**config.mk**
```make
export PLATFORM = sky130hd
export DESIGN_NAME = alu_apb_requester_flat
export DESIGN_NICKNAME = d
export VERILOG_FILES = /design/src/rtl/alu_pkg.sv /design/src/rtl/alu_apb_requester_if.sv /design/src/rtl/alu_cmd_pack.sv /design/src/rtl/alu_apb_requester.sv /design/src/flat_wrapper.sv
export SDC_FILE = /design/constraint.sdc
export NUM_CORES = 1
export LEC_CHECK = 0
export CAP_MARGIN = 20
export CORE_UTILIZATION = 38
export DETAILED_ROUTE_END_ITERATION = 10
export GPL_TIMING_DRIVEN = 0
export HOLD_SLACK_MARGIN = 0.12
export PLACE_DENSITY = 0.74
export SLEW_MARGIN = 25
export SYNTH_ARGS = -nofsm -noshare
export SYNTH_HDL_FRONTEND = slang
export SYNTH_SLANG_ARGS = --single-unit
export TNS_END_PERCENT = 5
```
**constraint.sdc**
```tcl
create_clock -name clk -period 1.77 [get_ports clk]
set_input_delay 0.4425 -clock clk [delete_from_list [all_inputs] [get_ports clk]]
set_output_delay 0.4425 -clock clk [all_outputs]
set_load 0.005 [all_outputs]
```
**src/rtl/alu_pkg.sv**
```systemverilog
// alu_pkg: ALU opcodes, command-word layout, APB address map and requester FSM encoding
package alu_pkg;
    localparam logic [3:0] OP_ADD1 = 4'd1;
    localparam logic [3:0] OP_ADD2 = 4'd2;
    localparam logic [3:0] OP_SUB1 = 4'd3;
    localparam logic [3:0] OP_SUB2 = 4'd4;
    localparam logic [3:0] OP_AND  = 4'd5;
    localparam logic [3:0] OP_OR   = 4'd6;
    localparam logic [3:0] OP_XOR  = 4'd7;
    localparam logic [3:0] OP_SHL  = 4'd8;
    localparam logic [3:0] OP_COMP = 4'd9;
    localparam int OPC_LSB   = 28;
    localparam int SHIFT_LSB = 26;
    localparam int CONST_LSB = 22;
    localparam int OP2_LSB   = 14;
    localparam int OP1_LSB   = 6;
    localparam int ADDR_LSB  = 0;
    localparam int ADDR_W    = 6;
    localparam int RES_W     = 9;
    localparam int RESULT_REGS = 16;
    localparam logic [31:0] CMD_READBACK_ADDR = 32'd16;
    typedef enum logic [2:0] {
        ST_IDLE, ST_WR_SETUP, ST_WR_ACCESS, ST_WAIT, ST_RD_SETUP, ST_RD_ACCESS, ST_RESP
    } fsm_t;
endpackage

```
**src/rtl/alu_apb_requester_if.sv**
```systemverilog
// alu_apb_requester_if: command, response and APB signals of the ALU requester
interface alu_apb_requester_if;
    import alu_pkg::*;
    logic              cmd_valid;
    logic              cmd_ready;
    logic [3:0]        cmd_opcode;
    logic [1:0]        cmd_shift;
    logic [3:0]        cmd_const;
    logic [7:0]        cmd_op1;
    logic [7:0]        cmd_op2;
    logic [5:0]        cmd_addr;
    logic              rsp_valid;
    logic              rsp_ready;
    logic [RES_W-1:0]  rsp_data;
    logic              rsp_err;
    logic              rsp_timeout;
    logic              psel;
    logic              penable;
    logic              pwrite;
    logic [31:0]       paddr;
    logic [31:0]       pwdata;
    logic [31:0]       prdata;
    logic              pready;
    logic              pslverr;
    logic              state;
    modport master (
        input  cmd_valid, cmd_opcode, cmd_shift, cmd_const, cmd_op1, cmd_op2, cmd_addr,
        input  rsp_ready, prdata, pready, pslverr,
        output cmd_ready, rsp_valid, rsp_data, rsp_err, rsp_timeout,
        output psel, penable, pwrite, paddr, pwdata, state
    );
    modport slave (
        output cmd_valid, cmd_opcode, cmd_shift, cmd_const, cmd_op1, cmd_op2, cmd_addr,
        output rsp_ready, prdata, pready, pslverr,
        input  cmd_ready, rsp_valid, rsp_data, rsp_err, rsp_timeout,
        input  psel, penable, pwrite, paddr, pwdata, state
    );
endinterface

```
**src/rtl/alu_cmd_pack.sv**
```systemverilog
// alu_cmd_pack: packs ALU command fields into the 32-bit APB command word
module alu_cmd_pack (
    input  logic [3:0]  opcode,
    input  logic [1:0]  shift,
    input  logic [3:0]  cnst,
    input  logic [7:0]  op1,
    input  logic [7:0]  op2,
    input  logic [5:0]  addr,
    output logic [31:0] word
);
    assign word = {opcode, shift, cnst, op2, op1, addr};
endmodule

```
**src/rtl/alu_apb_requester.sv**
```systemverilog
// alu_apb_requester: APB write of an ALU command, compute wait, then APB read of the result
module alu_apb_requester
    import alu_pkg::*;
#(
    parameter int COMPUTE_WAIT    = 4,
    parameter int PREADY_TIMEOUT  = 16,
    parameter int NUM_RESULT_REGS = RESULT_REGS
) (
    input  logic                clk,
    input  logic                reset_n,
    alu_apb_requester_if.master bus
);
    fsm_t             st, nxt;
    logic [31:0]      word, word_in;
    logic [RES_W-1:0] data;
    logic [15:0]      cnt;
    logic             err, tmo, hs, bad, wr, rd, acc, sel, lim, cw_done;
    logic             unused_prdata;

    alu_cmd_pack u_pack (
        .opcode (bus.cmd_opcode),
        .shift  (bus.cmd_shift),
        .cnst   (bus.cmd_const),
        .op1    (bus.cmd_op1),
        .op2    (bus.cmd_op2),
        .addr   (bus.cmd_addr),
        .word   (word_in)
    );

    assign hs      = bus.cmd_valid && st == ST_IDLE;
    assign bad     = int'(bus.cmd_addr) >= NUM_RESULT_REGS;
    assign wr      = st == ST_WR_SETUP || st == ST_WR_ACCESS;
    assign rd      = st == ST_RD_SETUP || st == ST_RD_ACCESS;
    assign acc     = st == ST_WR_ACCESS || st == ST_RD_ACCESS;
    assign sel     = wr || rd;
    assign lim     = cnt == 16'(PREADY_TIMEOUT - 1);
    assign cw_done = cnt == 16'(COMPUTE_WAIT - 1);
    assign unused_prdata = ^bus.prdata[31:RES_W];

    always_comb begin
        nxt = st;
        case (st)
            ST_IDLE:      nxt = hs ? (bad ? ST_RESP : ST_WR_SETUP) : ST_IDLE;
            ST_WR_SETUP:  nxt = ST_WR_ACCESS;
            ST_WR_ACCESS: nxt = bus.pready ? ST_WAIT : (lim ? ST_RESP : ST_WR_ACCESS);
            ST_WAIT:      nxt = cw_done ? ST_RD_SETUP : ST_WAIT;
            ST_RD_SETUP:  nxt = ST_RD_ACCESS;
            ST_RD_ACCESS: nxt = (bus.pready || lim) ? ST_RESP : ST_RD_ACCESS;
            ST_RESP:      nxt = bus.rsp_ready ? ST_IDLE : ST_RESP;
            default:      nxt = ST_IDLE;
        endcase
    end

    // cnt restarts on every state change, so it times both WAIT and each ACCESS phase
    always_ff @(posedge clk or negedge reset_n) begin
        if (!reset_n) begin
            st   <= ST_IDLE;
            word <= '0;
            data <= '0;
            cnt  <= '0;
            err  <= 1'b0;
            tmo  <= 1'b0;
        end else begin
            st  <= nxt;
            cnt <= (nxt != st) ? '0 : cnt + 16'd1;
            if (hs) begin
                word <= word_in;
                data <= '0;
                err  <= bad;
                tmo  <= 1'b0;
            end
            if (acc && bus.pready)
                err <= err | bus.pslverr;
            if (st == ST_RD_ACCESS && bus.pready)
                data <= bus.prdata[RES_W-1:0];
            if (acc && !bus.pready && lim)
                tmo <= 1'b1;
        end
    end

    assign bus.cmd_ready   = st == ST_IDLE;
    assign bus.rsp_valid   = st == ST_RESP;
    assign bus.rsp_data    = data;
    assign bus.rsp_err     = err;
    assign bus.rsp_timeout = tmo;
    assign bus.psel        = sel;
    assign bus.state       = sel;
    assign bus.penable     = acc;
    assign bus.pwrite      = wr;
    assign bus.paddr       = rd ? 32'(word[ADDR_LSB +: ADDR_W]) : '0;
    assign bus.pwdata      = wr ? word : '0;
endmodule
```
**src/flat_wrapper.sv**
```systemverilog
// flat-port wrapper written by rule: the top's interface ports become plain ports
module alu_apb_requester_flat import alu_pkg::*;
#(
    parameter int COMPUTE_WAIT    = 4,
    parameter int PREADY_TIMEOUT  = 16,
    parameter int NUM_RESULT_REGS = RESULT_REGS
)
  (clk, reset_n, bus_cmd_valid, bus_cmd_opcode, bus_cmd_shift, bus_cmd_const, bus_cmd_op1, bus_cmd_op2, bus_cmd_addr, bus_rsp_ready, bus_prdata, bus_pready, bus_pslverr, bus_cmd_ready, bus_rsp_valid, bus_rsp_data, bus_rsp_err, bus_rsp_timeout, bus_psel, bus_penable, bus_pwrite, bus_paddr, bus_pwdata, bus_state);
  alu_apb_requester_if bus_i ();
  input  logic clk;
  input  logic reset_n;
  input wire logic [$bits(bus_i.cmd_valid)-1:0] bus_cmd_valid;
  input wire logic [$bits(bus_i.cmd_opcode)-1:0] bus_cmd_opcode;
  input wire logic [$bits(bus_i.cmd_shift)-1:0] bus_cmd_shift;
  input wire logic [$bits(bus_i.cmd_const)-1:0] bus_cmd_const;
  input wire logic [$bits(bus_i.cmd_op1)-1:0] bus_cmd_op1;
  input wire logic [$bits(bus_i.cmd_op2)-1:0] bus_cmd_op2;
  input wire logic [$bits(bus_i.cmd_addr)-1:0] bus_cmd_addr;
  input wire logic [$bits(bus_i.rsp_ready)-1:0] bus_rsp_ready;
  input wire logic [$bits(bus_i.prdata)-1:0] bus_prdata;
  input wire logic [$bits(bus_i.pready)-1:0] bus_pready;
  input wire logic [$bits(bus_i.pslverr)-1:0] bus_pslverr;
  output wire logic [$bits(bus_i.cmd_ready)-1:0] bus_cmd_ready;
  output wire logic [$bits(bus_i.rsp_valid)-1:0] bus_rsp_valid;
  output wire logic [$bits(bus_i.rsp_data)-1:0] bus_rsp_data;
  output wire logic [$bits(bus_i.rsp_err)-1:0] bus_rsp_err;
  output wire logic [$bits(bus_i.rsp_timeout)-1:0] bus_rsp_timeout;
  output wire logic [$bits(bus_i.psel)-1:0] bus_psel;
  output wire logic [$bits(bus_i.penable)-1:0] bus_penable;
  output wire logic [$bits(bus_i.pwrite)-1:0] bus_pwrite;
  output wire logic [$bits(bus_i.paddr)-1:0] bus_paddr;
  output wire logic [$bits(bus_i.pwdata)-1:0] bus_pwdata;
  output wire logic [$bits(bus_i.state)-1:0] bus_state;
  assign bus_i.cmd_valid = bus_cmd_valid;
  assign bus_i.cmd_opcode = bus_cmd_opcode;
  assign bus_i.cmd_shift = bus_cmd_shift;
  assign bus_i.cmd_const = bus_cmd_const;
  assign bus_i.cmd_op1 = bus_cmd_op1;
  assign bus_i.cmd_op2 = bus_cmd_op2;
  assign bus_i.cmd_addr = bus_cmd_addr;
  assign bus_i.rsp_ready = bus_rsp_ready;
  assign bus_i.prdata = bus_prdata;
  assign bus_i.pready = bus_pready;
  assign bus_i.pslverr = bus_pslverr;
  assign bus_cmd_ready = bus_i.cmd_ready;
  assign bus_rsp_valid = bus_i.rsp_valid;
  assign bus_rsp_data = bus_i.rsp_data;
  assign bus_rsp_err = bus_i.rsp_err;
  assign bus_rsp_timeout = bus_i.rsp_timeout;
  assign bus_psel = bus_i.psel;
  assign bus_penable = bus_i.penable;
  assign bus_pwrite = bus_i.pwrite;
  assign bus_paddr = bus_i.paddr;
  assign bus_pwdata = bus_i.pwdata;
  assign bus_state = bus_i.state;
  alu_apb_requester #(.COMPUTE_WAIT(COMPUTE_WAIT), .PREADY_TIMEOUT(PREADY_TIMEOUT), .NUM_RESULT_REGS(NUM_RESULT_REGS)) u_core (.clk(clk), .reset_n(reset_n), .bus(bus_i));
endmodule
```
# Word-level counts from Yosys, hierarchy flattened
# Index checks and enable logic that the tools add are counted.
[totals]
regBits = 62
in_bits = 70
[op_classes]
n_addsub = 1
n_lt_le_gt_ge = 1
eq_ne = 9
mux = 17
n_bitwise = 1
n_reduce_logical = 15
[op_table]
columns = ["cell", "n"]
rows = [
  ["$mux 32", 1],
  ["$pmux 3 s7", 1],
  ["$mux 3", 6],
  ["$mux 9", 2],
  ["$add 16x1->16 const B", 1],
  ["$eq 16x2->1 const B", 1],
  ["$eq 16x4->1 const B", 1],
  ["$mux 16", 1],
  ["$eq 3x3->1 const B", 3],
  ["$eq 3x2->1 const B", 2],
  ["$ge 6x5->1 const B", 1],
  ["$mux 6", 1],
  ["$reduce_bool 2->1", 3],
  ["$logic_and 1x1->1", 5],
  ["$logic_or 1x1->1", 5],
  ["$mux 1", 4],
  ["$eq 3x1->1 const B", 1],
  ["$logic_not 3->1", 1],
  ["$ne 3x3->1", 1],
  ["$mux 2", 1],
  ["$logic_not 1->1", 1],
  ["$or 1x1->1", 1],
]

# Depth between registers and ports, before layout
# Gate-level depths: netlist (run 1).
[depth]
depth_word = 6
depth_mapped = 6

# Hierarchy
# From an unflattened synthesis (run 1), not the netlist that was laid out.
[hier_totals]
cells_unflattened = 330
hier_area_um2 = 3563.4
[modules_own_cells]
columns = ["module", "instances", "cells_each", "area_per_inst_um2", "seq_area_each_um2"]
rows = [
  ["alu_apb_requester", 1, 298, 3323.2, 1551.5],
  ["alu_cmd_pack", 1, 32, 240.2, 0.0],
]

# Worst setup path before layout (run 1)
# OpenSTA, ideal clock, no wires.
[synth_timing]
path_kind = "reg-to-reg"
from = "register u_core.cnt[0]"
to = "register u_core.cnt[5]"
setup_ns = 0.126
arrival_time_ns = 1.690
required_time_ns = 1.644
setup_slack_ns = -0.046
path_stages_with_launch = 7
path_buffers = 1
synth_period_minus_slack_ns = 1.816
path_cell_list = "dfrtp_1 -> ha_1 -> nor3b_2 -> nand4_4 -> o311ai_4 -> buf_8 -> a21oi_2"
[synth_via]
elab_chain_len = 6
word_cells_on_any_way = 11
[synth_rtl]
columns = ["element", "line", "text"]
rows = [
  ["from (decl)", "alu_apb_requester.sv:16", "logic [15:0] cnt;"],
  ["from (signal assigned)", "alu_apb_requester.sv:65", "cnt <= (nxt != st) ? '0 : cnt + 16'd1;"],
  ["$eq 16x4->1", "alu_apb_requester.sv:36", "assign lim = cnt == 16'(PREADY_TIMEOUT - 1);"],
  ["$mux 3 / $logic_or 1x1->1 (equally long branches)", "alu_apb_requester.sv:45, alu_apb_requester.sv:48", ""],
  ["$mux 3 / $mux 2 (equally long branches)", "alu_apb_requester.sv:45, alu_apb_requester.sv:48", ""],
  ["$pmux 3 s7", "alu_apb_requester.sv:42", "case (st)"],
  ["$ne 3x3->1", "alu_apb_requester.sv:65", ""],
  ["$mux 16 (*)", "alu_apb_requester.sv:65", ""],
]
# Mark *: on every way between the ends. The rest lies on a longest branch, timed or not.
# A chain may end at the register's enable or synchronous reset.

# Final worst setup path (run 1)
[layout_timing]
from = "register u_core.st[0]"
to = "output bus_state"
[layout_via]
elab_chain_len = 3
word_cells_on_any_way = 7
[layout_rtl]
columns = ["element", "line", "text"]
rows = [
  ["from (decl)", "alu_apb_requester.sv:13", "fsm_t st, nxt;"],
  ["from (signal assigned)", "alu_apb_requester.sv:64", "st <= nxt;"],
  ["$eq 3x1->1, or another cell as far along", "alu_apb_requester.sv:32", "assign wr = st == ST_WR_SETUP || st == ST_WR_ACCESS;"],
  ["$logic_or 1x1->1 (on tied branches)", "alu_apb_requester.sv:32, alu_apb_requester.sv:33", ""],
  ["$logic_or 1x1->1 (*)", "alu_apb_requester.sv:35", "assign sel = wr || rd;"],
  ["to (decl)", "flat_wrapper.sv:33", "output wire logic [$bits(bus_i.state)-1:0] bus_state;"],
]
# Marked as above.

==> reports/summary.log, run 1 <==
INFO  outcome        outcome=finished, violations left
INFO  outcome        failed_checks=setup timing
INFO  setup_path     startpoint_kind_of_the_worst_setup_timing_path=register
INFO  cts            cts.reportedPaths.clkPinSlew=0.07ns
INFO  timing         achievable-frequency=452MHz
INFO  logic_synthesis synthArstFlopShare=100%
INFO  routing        wl_per_cell=15.3um
INFO  setup_path     ff2ff_setup_slack=-0.38ns
INFO  grt            grt_pass1_wl=13.3mm
INFO  cts            bufs_on_longest_clock_path=2
INFO  grt            grt_start_max_net_pins=44
INFO  routing        drt_pass1_iterations=5
INFO  logic_synthesis synth_cell_types=51
INFO  routing        via_count=2755
INFO  min_path       hold_path.startpoint=u_core.word[31]$_DFFE_PN0P_
INFO  setup_path     worst-path-max-fanout=4
INFO  logic_synthesis synth-edff-count=0
INFO  timing         slew_violations=0
INFO  power          power_leakage=2.34nW
INFO  logic_synthesis synth.yosys.seq_area_share=46.2%
INFO  setup_path     worst-setup-path-type=reg -> out
INFO  logic_synthesis yosys_warnings=0
INFO  timing         timing.final.crit_share=125%
INFO  cells_and_area fillerInstances=689
INFO  cts            clock_sinks=62
INFO  logic_synthesis synth_ff_type=sky130_fd_sc_hd__dfrtp_1
INFO  routing        route.final.wire_length=8.57mm
INFO  timing         period_needed=2.21ns
INFO  timing         setup_repair_after_global_routing_missed_its_margin=yes
INFO  power          power.ir.vdd_worst=0.767mV
INFO  logic_synthesis syn_avg_cell_area=11.4squm
INFO  placement      routabilityCongestion=0.796
INFO  timing         setup-violations-final=104
INFO  cells_and_area final_layout_size_suffix_gt1_share=41.7%
INFO  logic_synthesis post_synth_instance_area=3360squm
INFO  timing         worst_slew_pin_slew=0.723ns
INFO  setup_path     setup.worst_path.end_class=output port
INFO  cts            worstSkewPairLatency=0.33ns
INFO  timing         finalHoldViolations=0
INFO  timing         clock_skew=0.00828ns
INFO  job            timing.max_cap.violations=0
INFO  setup_path     ff2ff_path_depth=5
INFO  routing        detail-route-antenna-nets=0
INFO  floorplan      rows=33
INFO  min_path       worstHoldPathType=reg -> reg
INFO  cells_and_area design.final.nets=522
INFO  logic_synthesis postSynthRegisterBits=62
INFO  floorplan      initial_core_util=40.0%
INFO  cells_and_area layout_common_cells=sky130_fd_sc_hd__dfrtp_1, sky130_fd_sc_hd__clkdlybuf4s50_1, sky130_fd_sc_hd__buf_4
INFO  routing        viasPerCell=4.91
INFO  cts            ctsHtreeMaxLevel=3
INFO  power          power_density=1540nW/um^2
INFO  timing         worst_slack_setup_final=-0.440ns
INFO  grt            grt_usage=19.3%
INFO  cells_and_area num_antenna_cells=0
INFO  setup_path     worst-endpoint-arrival=1.77ns
INFO  floorplan      core_region_area=8380squm
INFO  grt            globalRouteOverflowTotal=0
INFO  cts            cts_buffers=9
INFO  grt            antenna_violations_before_repair=0
INFO  cts            cts_root_buf=sky130_fd_sc_hd__clkbuf_8
INFO  routing        routed-wl-met2=4.31mm
INFO  cells_and_area layout.cells.most_common=sky130_fd_sc_hd__dfrtp_1
INFO  timing         slew_headroom=51.6%
INFO  routing        wl_met1=3.61mm
INFO  routing        drt_iter0_drc=135
INFO  timing         setup_total_negative_slack=-27.16ns
INFO  placement      dp.final_hpwl=5.81mm
INFO  cells_and_area area_delta_synth_final=51.3%
INFO  power          totalPowerFinal=7.79mW
INFO  setup_path     r2r-end=u_core.word[5]$_DFFE_PN0P_
INFO  min_path       min_delay_path_depth=1
INFO  setup_path     timing.rr.start=u_core.st[0]$_DFF_PN0_
INFO  min_path       hold_path_end=u_core.word[31]$_DFFE_PN0P_
INFO  floorplan      die_footprint=9210squm
INFO  routing        met3RoutedLength=462um
INFO  floorplan      num_io_pins=151
INFO  floorplan      die-width=96.0um
INFO  floorplan      floorplan.die.height=96.0um
INFO  setup_path     timing.critical_path.required=1.33ns
INFO  routing        drc_violation_count_after_routing=0
INFO  routing        top_layer_used=met4
INFO  placement      place.port_buffers=101
INFO  cts            tritoncts=done
INFO  logic_synthesis netlist_instances=294
INFO  grt            vias_in_the_first_global_route=2692
[final cells by class]
class	instances	area (sq um)	share of cell area, %
timing repair buffer	121	1130	22.2
clock buffer	11	131	2.59
buffer	44	377	7.42
clock inverter	5	50.0	0.986
multi-input combinational	209	1690	33.3
sequential	62	1550	30.6
inverter	4	15.0	0.296
tap	105	131	2.59
[sequential cells by signal (all words and copies together) (netlist names)]
name	flops
u_core.cnt	16
u_core.bus.rsp_data	9
u_core.bus.rsp_timeout	1
u_core.bus.rsp_err	1
u_core.word	32
u_core.st	3
[what timing repair did]
action                     CTS  global route
pin swaps                   23             4
hold endpoints to repair    19             0
cloned                       3             0
setup endpoints to repair  105           105
setup buffers               14             1
hold buffers                 1             0
resized for setup          199            38
[routing by layer]
layer | global-route usage (%) | up-vias
met5 | 0 | -
met3 | 3.16 | 14
li1 | - | 1300
met4 | 9.45 | 0
met2 | 32.1 | 99
met1 | 24.3 | 1342
[how the worst max path moves through the flow]
stage	from	end	slack, ns
after floorplan	u_core.cnt[1]$_DFF_PN0_	u_core.cnt[5]$_DFF_PN0_	0.0002
after global placement	reset_n	u_core.cnt[0]$_DFF_PN0_	-2.04
after detailed placement	u_core.st[1]$_DFF_PN0_	bus_pwdata[3]	-0.82
after CTS	u_core.st[0]$_DFF_PN0_	bus_state	-0.43
after global routing	u_core.st[0]$_DFF_PN0_	bus_state	-0.50
final	u_core.st[0]$_DFF_PN0_	bus_state	-0.44
[cells by family after synthesis]
family,share of synthesized area (%)
buffers and inverters,9.54
DFF,46.2
muxes,11.0
adders and majority gates,0.373
AOI/OAI and AO/OA,11.0
other,0.112
xor gates and xnor gates,3.65
and+or+nand+nor,18.1
[critical path: stages, from the launching register on]
cell and delay, ns:
sky130_fd_sc_hd__dfrtp_1 0.38, sky130_fd_sc_hd__buf_6 0.13, sky130_fd_sc_hd__xnor2_4 0.18, sky130_fd_sc_hd__nor2_4 0.07
sky130_fd_sc_hd__buf_12 0.13, sky130_fd_sc_hd__buf_6 0.11, sky130_fd_sc_hd__or2_4 0.22, sky130_fd_sc_hd__buf_6 0.11
sky130_fd_sc_hd__buf_6 0.10
[stage by stage]
step,worst slack [ns],cell area (sq um),hold WS [ns],utilization (%),instances
after floorplan,0.000205,3470,0.147,-,319
after global placement,-2.04,4610,0.462,55.0,525
after detailed placement,-0.817,4630,0.344,55.2,526
after CTS,-0.433,4990,0.485,59.6,560
after global routing,-0.496,5080,0.511,60.6,561
final,-0.440,5080,0.486,60.6,561
[power breakdown]
part | total, mW | switching (mW) | internal (mW)
Combinational | 4.34 | 1.68 | 2.66
Clock | 1.18 | 0.539 | 0.642
Sequential | 2.27 | 0.318 | 1.96
Total | 7.79 | 2.54 | 5.26
[synth_stat cells, drive strengths merged (3+ instances only)]
master | instances | area (sq um)
nand4 | 6 | 52.6
nor3b | 3 | 27.5
buf | 39 | 287
a21oi | 16 | 118
nand3 | 5 | 25.0
o21ai | 8 | 40.0
and2 | 40 | 250
xnor2 | 11 | 96.3
nor4 | 7 | 73.8
nor3 | 4 | 20.0
clkbuf | 5 | 18.8
a22o | 10 | 87.6
dfrtp | 62 | 1550
mux2 | 32 | 360
nor2 | 7 | 28.8
xor2 | 3 | 26.3
nand2 | 5 | 18.8
inv | 4 | 15.0
(Power assumes the default switching activity.)
==> inputs of run 2 (changes only) <==
Settings changed: CORE_UTILIZATION 38 to 39, CTS_BUF_LIST set to sky130_fd_sc_hd__clkbuf_4, PLACE_DENSITY 0.74 to 0.76.
==> reports/summary.log, run 2 (synthesis results as in run 1) <==
INFO  cells_and_area regMostFlops=u_core.word
INFO  placement      placedInstanceArea=4640squm
INFO  cells_and_area final_layout_size_suffix_gt1_share=41.4%
INFO  power          power.net_switching=2.44mW
INFO  cts            clock_sinks=62
INFO  timing         setup_total_negative_slack=-28.50ns
INFO  cells_and_area layout.cells.most_common=sky130_fd_sc_hd__dfrtp_1
INFO  grt            antenna_violations_before_repair=0
INFO  timing         worst_slew_pin_slew=0.690ns
INFO  power          sw_frac_of_total=31.9%
INFO  cells_and_area largest_register_ffs=32
INFO  setup_path     worst-path-max-fanout=3
INFO  floorplan      floorplan.die.height=94.8um
INFO  routing        detail-route-antenna-nets=0
INFO  placement      place.port_buffers=101
INFO  cts            ctsHtreeMaxLevel=3
INFO  cells_and_area area_delta_synth_final=50.9%
INFO  power          clock_power_share=15.9%
INFO  timing         setup-violations-final=105
INFO  cts            tritoncts=done
INFO  timing         clock_skew=0.0144ns
INFO  grt            grt_usage=19.0%
INFO  cells_and_area fillerInstances=672
INFO  routing        wl_per_cell=14.7um
INFO  outcome        outcome=finished, violations left
INFO  routing        drt_pass1_iterations=4
INFO  setup_path     cpLargestDelayFamily=buffers and inverters
INFO  grt            globalRouteOverflowTotal=0
INFO  timing         timing.final.crit_share=129%
INFO  setup_path     worst-setup-path-type=reg -> out
INFO  floorplan      core_region_area=8260squm
INFO  floorplan      die-width=94.8um
INFO  routing        viasPerCell=4.84
INFO  routing        route.final.wire_length=8.21mm
INFO  routing        drt_iter0_drc=135
INFO  timing         period_needed=2.28ns
INFO  setup_path     cp-startpoint=u_core.st[1]$_DFF_PN0_
INFO  timing         worst_slack_setup_final=-0.507ns
INFO  setup_path     timing.critical_path.required=1.33ns
INFO  placement      routabilityCongestion=0.805
INFO  power          totalPowerFinal=7.66mW
INFO  setup_path     timing.rr.start=u_core.st[1]$_DFF_PN0_
INFO  cts            bufs_on_longest_clock_path=2
INFO  min_path       worstHoldPathType=in -> async
INFO  floorplan      initial_core_util=40.6%
INFO  power          power.sequential.fraction=29.5%
INFO  cells_and_area num_antenna_cells=0
INFO  setup_path     critical_path_buf_inv_count=5
INFO  job            timing.max_cap.violations=0
INFO  placement      dp.final_hpwl=5.74mm
INFO  setup_path     startpoint_kind_of_the_worst_setup_timing_path=register
INFO  setup_path     cp_common_cell=sky130_fd_sc_hd__buf_6
INFO  cts            cts_root_buf=sky130_fd_sc_hd__clkbuf_4
INFO  setup_path     setup.worst_path.end_class=output port
INFO  cts            cts.reportedPaths.clkPinSlew=0.10ns
INFO  timing         slew_violations=0
INFO  timing         slew_headroom=53.8%
INFO  setup_path     critical_path_cell_by_cell=buf_6, xnor2_4, nor2_4, buf_6, buf_6, or2_4, buf_6, buf_6
INFO  grt            grt_pass1_wl=13.0mm
INFO  cells_and_area design.final.nets=521
INFO  routing        via_count=2707
INFO  timing         setup_repair_after_global_routing_missed_its_margin=yes
INFO  timing         achievable-frequency=439MHz
INFO  grt            vias_in_the_first_global_route=2633
INFO  timing         finalHoldViolations=0
INFO  power          pwr-share-comb=54.6%
INFO  cts            worstSkewPairLatency=0.40ns
INFO  timing         worst_hold_slack=0.429ns
INFO  floorplan      rows=33
INFO  grt            grt_start_max_net_pins=50
INFO  power          power.ir.vdd_worst=0.527mV
INFO  floorplan      die_footprint=8980squm
INFO  cells_and_area postLayoutCellArea=5060squm
INFO  placement      dp_worst_setup_slack=-0.860ns
INFO  routing        drc_violation_count_after_routing=0
INFO  cts            cts_buffers=9
INFO  floorplan      num_io_pins=151
INFO  setup_path     critical_path.max_stage_delay=0.42ns
INFO  power          power_density=1510nW/um^2
INFO  cells_and_area layout_common_cells=sky130_fd_sc_hd__dfrtp_1, sky130_fd_sc_hd__clkdlybuf4s50_1, sky130_fd_sc_hd__buf_4
INFO  outcome        failed_checks=setup timing
INFO  power          power_leakage=2.40nW
INFO  setup_path     worst-endpoint-arrival=1.83ns
INFO  power          internal_power=5.22mW
INFO  setup_path     crit_path_top_delay_cell=sky130_fd_sc_hd__dfrtp_1
-- run 2: worst reg2reg max path, cell delays in order (launching register included) --
cell and delay [ns]:
sky130_fd_sc_hd__dfrtp_1 0.42, sky130_fd_sc_hd__buf_6 0.14, sky130_fd_sc_hd__buf_4 0.16, sky130_fd_sc_hd__nor4b_4 0.60, sky130_fd_sc_hd__buf_4 0.32, sky130_fd_sc_hd__mux2_2 0.35
-- run 2: path summary, 6_finish.rpt --
path | to | slack (ns) | depth (start not counted)
setup reg to reg | u_core.word[24]$_DFFE_PN0P_ | -0.34 | 5
min in group clk | u_core.word[27]$_DFFE_PN0P_ | 0.49 | 1
hold / removal | u_core.word[7]$_DFFE_PN0P_ | 0.43 | 2
setup / recovery | bus_state | -0.51 | 8
max in group asynchronous | u_core.cnt[0]$_DFF_PN0_ | 0.81 | 3
hold reg to reg | u_core.word[27]$_DFFE_PN0P_ | 0.49 | 1
-- run 2: layout make-up --
type / instances / area (sq um) / share of cell area [%]
plain buffers: 44 / 374 / 7.39
flip-flops and latches: 62 / 1550 / 30.7
multi-input cells: 209 / 1680 / 33.3
repair buffers: 120 / 1130 / 22.3
clock buffers: 10 / 75.1 / 1.48
well taps: 105 / 131 / 2.60
inverters: 4 / 15.0 / 0.297
clock inverters: 5 / 98.8 / 1.95
-- run 2: repair_timing --
action | CTS | global route
gates resized for setup | 187 | 50
cloned | 3 | 0
setup buffers | 14 | 1
pin swaps | 20 | 7
setup endpoints to repair | 105 | 111
hold buffers | 1 | 0
endpoints found under the hold margin | 13 | 0
-- run 2: power by group through the flow --
| stage | clock (mW) | sequential (mW) | combinational, mW |
|---|---|---|---|
| 2_1_floorplan | 0 | 2.20 | 1.81 |
| 3_3_place_gp | 0 | 2.24 | 3.33 |
| 3_5_place_dp | 0 | 2.27 | 3.43 |
| 4_1_cts | 1.24 | 2.26 | 4.04 |
| 5_1_grt | 1.31 | 2.33 | 4.50 |
| 6_report | 1.22 | 2.26 | 4.18 |
-- run 2: layer usage --
layer / share of wire, % / track usage, % / up-vias
met5: 0 / 0 / -
met2: 51 / 32.0 / 97
li1: - / - / 1302
met1: 41 / 23.5 / 1295
met3: 6.1 / 3.30 / 13
met4: 1.6 / 9.47 / 0
-- run 2: stage by stage --
stage,cells,util [%]
final,559,61.3
after global routing,559,61.3
after CTS,559,61.0
after detailed placement,526,56.2
after global placement,525,55.8
after floorplan,319,-
==> inputs of run 3 (changes only) <==
Settings changed: CORE_MARGIN set to 2.
==> reports/summary.log, run 3 (synthesis results as in run 1) <==
INFO  outcome        outcome=finished, violations left
INFO  outcome        failed_checks=setup timing
INFO  timing         slew_headroom=53.6%
INFO  routing        via_count=2701
INFO  cts            cts_buffers=9
INFO  timing         worst_slew_pin_slew=0.693ns
INFO  routing        wl_per_cell=14.9um
INFO  floorplan      die_footprint=9360squm
INFO  timing         finalHoldViolations=0
INFO  timing         worst_hold_slack=0.460ns
INFO  timing         setup-violations-final=105
INFO  routing        drt_iter0_drc=62
INFO  setup_path     worst-path-max-fanout=3
INFO  setup_path     cp-startpoint=u_core.st[1]$_DFF_PN0_
INFO  job            timing.max_cap.violations=0
INFO  floorplan      initial_core_util=40.4%
INFO  cells_and_area layout.cells.most_common=sky130_fd_sc_hd__dfrtp_1
INFO  timing         setup_repair_after_global_routing_missed_its_margin=yes
INFO  cts            clock_sinks=62
INFO  floorplan      die-width=96.8um
INFO  floorplan      num_io_pins=151
INFO  grt            grt_usage=18.0%
INFO  power          power_leakage=2.42nW
INFO  setup_path     startpoint_kind_of_the_worst_setup_timing_path=register
INFO  cells_and_area design.final.nets=524
INFO  placement      placedInstanceArea=4630squm
INFO  cts            worstSkewPairLatency=0.42ns
INFO  power          power.ir.vdd_worst=0.695mV
INFO  grt            grt_start_max_net_pins=38
INFO  setup_path     timing.critical_path.required=1.33ns
INFO  cells_and_area area_delta_synth_final=50.7%
INFO  timing         slew_violations=0
INFO  routing        drc_violation_count_after_routing=0
INFO  timing         timing.final.crit_share=131%
INFO  timing         period_needed=2.31ns
INFO  timing         achievable-frequency=433MHz
INFO  cells_and_area postLayoutCellArea=5060squm
INFO  routing        drt_pass1_iterations=4
INFO  setup_path     ff2ff_path_depth=6
INFO  placement      dp_worst_setup_slack=-0.815ns
INFO  power          totalPowerFinal=7.66mW
INFO  routing        viasPerCell=4.80
INFO  placement      place.port_buffers=101
INFO  floorplan      rows=33
INFO  setup_path     timing.rr.start=u_core.st[2]$_DFF_PN0_
INFO  timing         clock_skew=0.0158ns
INFO  grt            globalRouteOverflowTotal=0
INFO  timing         worst_slack_setup_final=-0.542ns
INFO  min_path       worstHoldPathType=in -> async
INFO  grt            vias_in_the_first_global_route=2642
INFO  setup_path     worst-setup-path-type=reg -> out
INFO  routing        detail-route-antenna-nets=0
INFO  floorplan      core_region_area=8300squm
INFO  cts            cts_root_buf=sky130_fd_sc_hd__clkbuf_4
INFO  cts            bufs_on_longest_clock_path=2
INFO  setup_path     setup.worst_path.end_class=output port
INFO  timing         setup_total_negative_slack=-33.45ns
INFO  routing        route.final.wire_length=8.39mm
INFO  cells_and_area regMostFlops=u_core.word
INFO  cts            tritoncts=done
INFO  power          power_density=1510nW/um^2
INFO  grt            antenna_violations_before_repair=0
INFO  cts            cts.reportedPaths.clkPinSlew=0.12ns
INFO  cells_and_area fillerInstances=687
INFO  placement      routabilityCongestion=0.783
INFO  cells_and_area num_antenna_cells=0
INFO  cells_and_area largest_register_ffs=32
INFO  cells_and_area final_layout_size_suffix_gt1_share=43.4%
INFO  setup_path     ff2ff_setup_slack=-0.43ns
INFO  setup_path     worst-endpoint-arrival=1.87ns
INFO  cts            ctsHtreeMaxLevel=3
INFO  floorplan      floorplan.die.height=96.8um
INFO  grt            grt_pass1_wl=13.6mm
INFO  placement      dp.final_hpwl=5.72mm
INFO  cells_and_area layout_common_cells=sky130_fd_sc_hd__dfrtp_1, sky130_fd_sc_hd__clkdlybuf4s50_1, sky130_fd_sc_hd__buf_4
run 3: cell types whose count changed in the layout (fill, tap and decap cells not counted), moves of 2 or more:
cell and change:
sky130_fd_sc_hd__bufinv_16 -2, sky130_fd_sc_hd__buf_6 +5, sky130_fd_sc_hd__buf_2 +3, sky130_fd_sc_hd__and2_1 -2, sky130_fd_sc_hd__clkinvlp_4 +2, sky130_fd_sc_hd__and2_4 +2
sky130_fd_sc_hd__buf_4 -2, sky130_fd_sc_hd__clkdlybuf4s50_1 -4
run 3: area by class of cell:
class                   instances  area (sq um)  share of cell area (%)
plain buffers                  42           353                    6.98
clock buffers                  10          75.1                    1.48
clock inverters                 6          62.6                    1.24
inverters                       4          15.0                   0.297
multi-input cells             209          1700                    33.6
flip-flops and latches         62          1560                    30.7
well taps                     105           131                    2.60
repair buffers                125          1170                    23.1
run 3: path summary, 6_finish.rpt:
path	endpoint
worst max-delay path	bus_pwdata[6]
worst min-delay path	u_core.cnt[14]$_DFF_PN0_
worst max register to register	u_core.word[23]$_DFFE_PN0P_
worst min register to register	u_core.word[31]$_DFFE_PN0P_
max in group asynchronous	u_core.word[25]$_DFFE_PN0P_
min in group clk	u_core.word[31]$_DFFE_PN0P_
run 3: through the flow:
step | cells | util (%)
2_1_floorplan | 319 | -
3_3_place_gp | 525 | 55.6
3_5_place_dp | 526 | 55.8
4_1_cts | 562 | 60.1
5_1_grt | 563 | 61.0
6_report | 563 | 61.0
run 3: power by group:
group	leakage, nW	total (mW)	switching (mW)	internal (mW)
registers	0.793	2.28	0.324	1.95
logic	1.55	4.39	1.69	2.70
clock network	0.0700	1.00	0.559	0.441
run 3: worst max-delay path: stages, from the launching register on:
cell and delay (ns):
sky130_fd_sc_hd__dfrtp_1 0.41, sky130_fd_sc_hd__buf_6 0.14, sky130_fd_sc_hd__xnor2_4 0.15, sky130_fd_sc_hd__nor2_4 0.06, sky130_fd_sc_hd__buf_6 0.13, sky130_fd_sc_hd__buf_8 0.11, sky130_fd_sc_hd__buf_6 0.11, sky130_fd_sc_hd__buf_6 0.10
sky130_fd_sc_hd__and2_4 0.12, sky130_fd_sc_hd__buf_6 0.11
run 3: metal layers:
metal / GRT usage, % / wire length [um]
met4: 7.15 / 140
met5: 0 / 0
met1: 23.7 / 3660
met2: 29.5 / 4140
met3: 3.25 / 458
run 3: repair_timing:
action                                 in CTS  in global routing
hold buffers                                1                  0
endpoints found under the hold margin      25                  0
cloned                                      3                  0
gates resized for setup                   207                 52
pin swaps                                  19                  6
setup endpoints to repair                 103                113
buffers inserted                           17                  2
